===== src/rtl/acc_hash_writeback.sv =====
// Hash write-back stage: captures the final SHA-256 digest, compares it against a difficulty target, and streams it to memory as 32-bit words.
// Optional HASH_WB_STATUS_EN adds a ninth status word: {29'b0, overrun_sticky, hash_meets_target, 1'b1}.
module acc_hash_writeback #(
  parameter logic [15:0] RESULT_START_ADDR = 16'h6000,
  parameter logic [15:0] ADDR_STRIDE       = 16'h0004
) (
  input  logic         clk,
  input  logic         rst_n,
  input  logic         hash_done,
  input  logic [255:0] hash,
  input  logic         target_load,
  input  logic [255:0] target_in,
  input  logic         mem_acc_write_done,
  output logic         mem_acc_write_en,
  output logic [15:0]  mem_acc_write_addr,
  output logic [31:0]  mem_acc_write_data,
  output logic         busy,
  output logic         wb_done,
  output logic         hash_meets_target,
  output logic         overrun
);

  typedef enum logic [1:0] {IDLE, WRITE, STATUS, DONE} state_t;

  state_t         state_q, state_d;
  logic [2:0]     word_q;
  logic [255:0]   hash_q;
  logic [255:0]   target_q;
  logic           meets_q;
  logic           overrun_q;
  logic           capture;
  logic           drop;
  logic [2:0]     rev;
  logic [3:0]     idx;
`ifdef HASH_WB_STATUS_EN
  logic           sticky_q;
`endif

  assign capture = hash_done && (state_q == IDLE);
  assign drop    = hash_done && (state_q != IDLE);

  always_ff @(posedge clk) begin
    if (!rst_n) begin
      state_q   <= IDLE;
      word_q    <= '0;
      hash_q    <= '0;
      target_q  <= '1;
      meets_q   <= 1'b0;
      overrun_q <= 1'b0;
`ifdef HASH_WB_STATUS_EN
      sticky_q  <= 1'b0;
`endif
    end else begin
      state_q   <= state_d;
      overrun_q <= drop;
      // Compare uses the pre-load target when target_load coincides with capture.
      if (target_load)
        target_q <= target_in;
      if (capture) begin
        hash_q  <= hash;
        meets_q <= (hash <= target_q);
        word_q  <= '0;
      end else if (state_q == WRITE && mem_acc_write_done) begin
        word_q <= word_q + 3'd1;
      end
`ifdef HASH_WB_STATUS_EN
      // A drop in the same cycle as the status write's acceptance is kept for the next report.
      if (drop)
        sticky_q <= 1'b1;
      else if (state_q == STATUS && mem_acc_write_done)
        sticky_q <= 1'b0;
`endif
    end
  end

  always_comb begin
    state_d = state_q;
    case (state_q)
      IDLE:   if (hash_done) state_d = WRITE;
      WRITE:  if (mem_acc_write_done && word_q == 3'd7) begin
`ifdef HASH_WB_STATUS_EN
                state_d = STATUS;
`else
                state_d = DONE;
`endif
              end
      STATUS: if (mem_acc_write_done) state_d = DONE;
      DONE:   state_d = IDLE;
      default: state_d = IDLE;
    endcase
  end

  always_comb begin
    mem_acc_write_en   = (state_q == WRITE) || (state_q == STATUS);
    rev                = 3'd7 - word_q;
    idx                = (state_q == STATUS) ? 4'd8 : {1'b0, word_q};
    mem_acc_write_addr = '0;
    mem_acc_write_data = '0;
    if (state_q == WRITE) begin
      mem_acc_write_addr = RESULT_START_ADDR + 16'(idx) * ADDR_STRIDE;
      mem_acc_write_data = hash_q[{rev, 5'd0} +: 32];
    end
`ifdef HASH_WB_STATUS_EN
    else if (state_q == STATUS) begin
      mem_acc_write_addr = RESULT_START_ADDR + 16'(idx) * ADDR_STRIDE;
      mem_acc_write_data = {29'b0, sticky_q, meets_q, 1'b1};
    end
`endif
  end

  assign busy              = (state_q != IDLE);
  assign wb_done           = (state_q == DONE);
  assign hash_meets_target = meets_q;
  assign overrun           = overrun_q;

endmodule


===== config.mk =====
export PLATFORM = sky130hd
export DESIGN_NAME = acc_hash_writeback
export DESIGN_NICKNAME = d
export VERILOG_FILES = /design/src/rtl/acc_hash_writeback.sv
export SDC_FILE = /design/constraint.sdc
export NUM_CORES = 1
export LEC_CHECK = 0
export ABC_CLOCK_PERIOD_IN_PS = 2500
export CAP_MARGIN = 15
export CORE_AREA = 5 5 279 281
export CTS_BUF_LIST = sky130_fd_sc_hd__clkbuf_4
export CTS_CLUSTER_DIAMETER = 30
export DETAILED_ROUTE_END_ITERATION = 12
export DIE_AREA = 0 0 284 286
export GPL_TIMING_DRIVEN = 0
export PLACE_DENSITY = 0.56
export SYNTH_ARGS = -nofsm -noshare
export SYNTH_HDL_FRONTEND = slang
export SYNTH_SLANG_ARGS = --single-unit
export TNS_END_PERCENT = 1

===== constraint.sdc =====
create_clock -name clk -period 2.5 [get_ports clk]
set_clock_uncertainty 0.05 [all_clocks]
set_input_delay 0.25 -clock clk [delete_from_list [all_inputs] [get_ports clk]]
set_output_delay 0.25 -clock clk [all_outputs]
set_load 0.03 [all_outputs]

==> flow_metrics.env <==
export IMPL_hp_class="in -> reg"
export IMPL_tns_ps=-18930
export IMPL_required_ps=2200
export IMPL_antenna_found_initial=12
export IMPL_cts_buffers=154
export IMPL_syn_avg_cell_area_sq_um=8.40
export IMPL_drtIter0Drc=2111
export IMPL_hpwl_um=92800
export IMPL_final_core_util_pct=54.5
export IMPL_hold_viol_final=0
export IMPL_synthTopCellsByCount="nand2_1 (832), dfxtp_1 (519), a21oi_1 (356)"
export IMPL_maxCapViolCount=0
export IMPL_drtAntennaViolNets=0
export IMPL_synth_edf_count=0
export IMPL_wl_per_cell_um=21.6
export IMPL_clk_latency_ps=1010
export IMPL_synthCells=3099
export IMPL_cellPowerDensity_mw_per_mm2=637
export IMPL_ios=570
export IMPL_crit_type="reg -> out"
export IMPL_grt_remaining_overflow=0
export IMPL_via_per_inst=5.05
export IMPL_grt_pass1_vias=27734
export IMPL_drc=0
export IMPL_h_tree_depth=4
export IMPL_fp_coreArea_sq_mm=0.0752
export IMPL_grt_util_all_layers_pct=28.0
export IMPL_routed_wl_um=118000
export IMPL_dp_slack_ps=-1590
export IMPL_multi_input_area_sq_mm=0.0144
export IMPL_grt_max_degree=17
export IMPL_synth_area_leaders="dfxtp_1 (40%), ha_1 (13%), nand2_1 (12%)"
export IMPL_die_h_um=286
export IMPL_area_growth_pct=57.4
export IMPL_setup_viol=38
export IMPL_netlist_area_sq_mm=0.0260
export IMPL_finalCriticalPeriod_ps=3100
export IMPL_clk_path_buf_depth=3
export IMPL_clock_sinks=519
export IMPL_root_buffer="clkbuf_4"
export IMPL_layout_drive_gt1_share_pct=10.2
export IMPL_clkSlewWorstSetupHoldPaths_ps=60
export IMPL_rsz0062_at_grt="yes"
export IMPL_cts_tree="done"
export IMPL_synth_distinct_cells=56
export IMPL_start_kind="flip-flop"
export IMPL_gp_congestion=0.960
export IMPL_arrival_ps=2800
export IMPL_ys_seq_elements=519
export IMPL_synth_top_area_share_pct=39.9
export IMPL_die_area_sq_mm=0.0812
export IMPL_grt_pass1_wl_um=171000
export IMPL_fillers=7112
export IMPL_vias=27521
export IMPL_rows=101
export IMPL_power_leakage_nw=17.8
export IMPL_first_pass_iters=6
export IMPL_fmax_ghz=0.323
export IMPL_setup_slack_ps=-598
export IMPL_status="complete, but fails checks"
export IMPL_ys_warn_count=0
export IMPL_hold_ws_ps=83.5
export IMPL_synthArstFlopShare_pct=0
export IMPL_synth_most_common_cell="nand2_1"
export IMPL_cp_max_fo=6
export IMPL_seq_area_frac_synth_pct=39.9
export IMPL_drv_slew=0
export IMPL_failed_checks="setup timing"
export IMPL_fp_dieW_um=284
export IMPL_nets=5145
export IMPL_synth_top_area_cell="dfxtp_1"
export IMPL_initial_utilization_pct=34.6
export IMPL_slew_headroom_pct=21.1
export IMPL_endpoint_kind="output port"
export IMPL_worst_slew_pin_slew_ps=1180
export IMPL_ir_drop_uv=342
export IMPL_fin_crit_sh_pct=124
export IMPL_ys_flop_type="dfxtp_1"
export IMPL_portBuffers=557
export IMPL_seq_area_sq_mm=0.0104
-- power breakdown --
group          internal (W)  switching [W]  total [W]
clock network       0.00417        0.00379    0.00797
registers           0.00928       0.000919     0.0102
logic               0.00356        0.00438    0.00794
total                0.0170        0.00909     0.0261
-- through the flow --
stage                     instance area [sq um]  instances  power (W)
after floorplan                           26100       3108     0.0137
after global placement                    32900       4643     0.0169
after detailed placement                  32900       4645     0.0170
after CTS                                 40800       5438     0.0260
after global routing                      40900       5452     0.0274
final                                     40900       5453     0.0261
-- state kept, by name, indices dropped and copies added (netlist names) --
register,count
hash_q,256
target_q,256
word_q,3
state_q,2
hash_meets_target,1
overrun,1
-- critical path: stages (launching register included) --
cell and delay, ps:
dfxtp_4 380, buf_12 150, buf_12 110, buf_16 120
mux4_2 570, mux2i_4 240, nor2b_1 80, buf_4 170
-- final timing paths --
check | slack [ps] | to | startpoint | cells after the start
max reg2reg | -510 | hash_meets_target | target_q[159] | 10
min reg2reg | 400 | hash_q[122] | hash_q[122] | 2
min | 80 | hash_q[128] | hash[128] | 3
max | -600 | mem_acc_write_data[27] | word_q[0] | 7
-- kinds of logic after synthesis --
| kind of cell | count (synthesis) | synth area share (%) |
|---|---|---|
| other | 1 | 0.0144 |
| adder cells (fa/ha/maj) | 263 | 12.6 |
| buffers and inverters | 472 | 7.00 |
| flip-flops | 519 | 39.9 |
| multiplexers | 98 | 6.85 |
| AO/OA/AOI/OAI | 721 | 17.1 |
| XOR/XNOR | 1 | 0.0337 |
| AND/OR/NAND/NOR | 1024 | 16.4 |
-- area by class of cell --
type / instances / share of cell area (%)
flip-flops and latches: 519 / 25.4
multi-input cells: 2117 / 35.3
repair buffers: 1101 / 26.9
well taps: 978 / 2.99
plain buffers: 203 / 2.40
inverters: 269 / 2.47
clock buffers: 211 / 3.87
diodes: 14 / 0.0856
clock inverters: 41 / 0.596
-- placed cells by master, fill, tap and decap left out, types with 15 or more instances in the layout --
master           netlist  final
buf_4                 11     27
o21ai_0               28     28
mux4_2                64     64
a21oi_1              356    356
buf_6                  0     15
nand4_1               48     48
nand3_1               34     34
nor2b_1               37     26
nor2_1                27     26
clkbuf_4               0    218
clkinv_1               1     25
a21o_1                22     22
nand2_1              832    831
dlygate4sd3_1          0    533
clkbuf_1             165    149
dfxtp_1              519    516
o211ai_1             257    257
clkdlybuf4s50_1        0    515
inv_1                267    264
mux2i_4                0     27
ha_1                 263    261
-- timing repair --
item,CTS,global route
endpoints found under the setup margin,283,240
hold buffers,533,0
setup buffers,7,0
resized for setup,378,17
endpoints found under the hold margin,514,0
gates cloned,1,0
pin swaps,6,4
-- metal layers --
metal  up-vias  GRT usage [%]  routed length, um
li1      13313              -                  -
met1     12930           37.2              51900
met2      1117           44.9              53200
met3       159           7.71              10100
met4         2           7.54               2630
met5         -              0                 20
No activity file was read; power rests on OpenSTA's default activity.
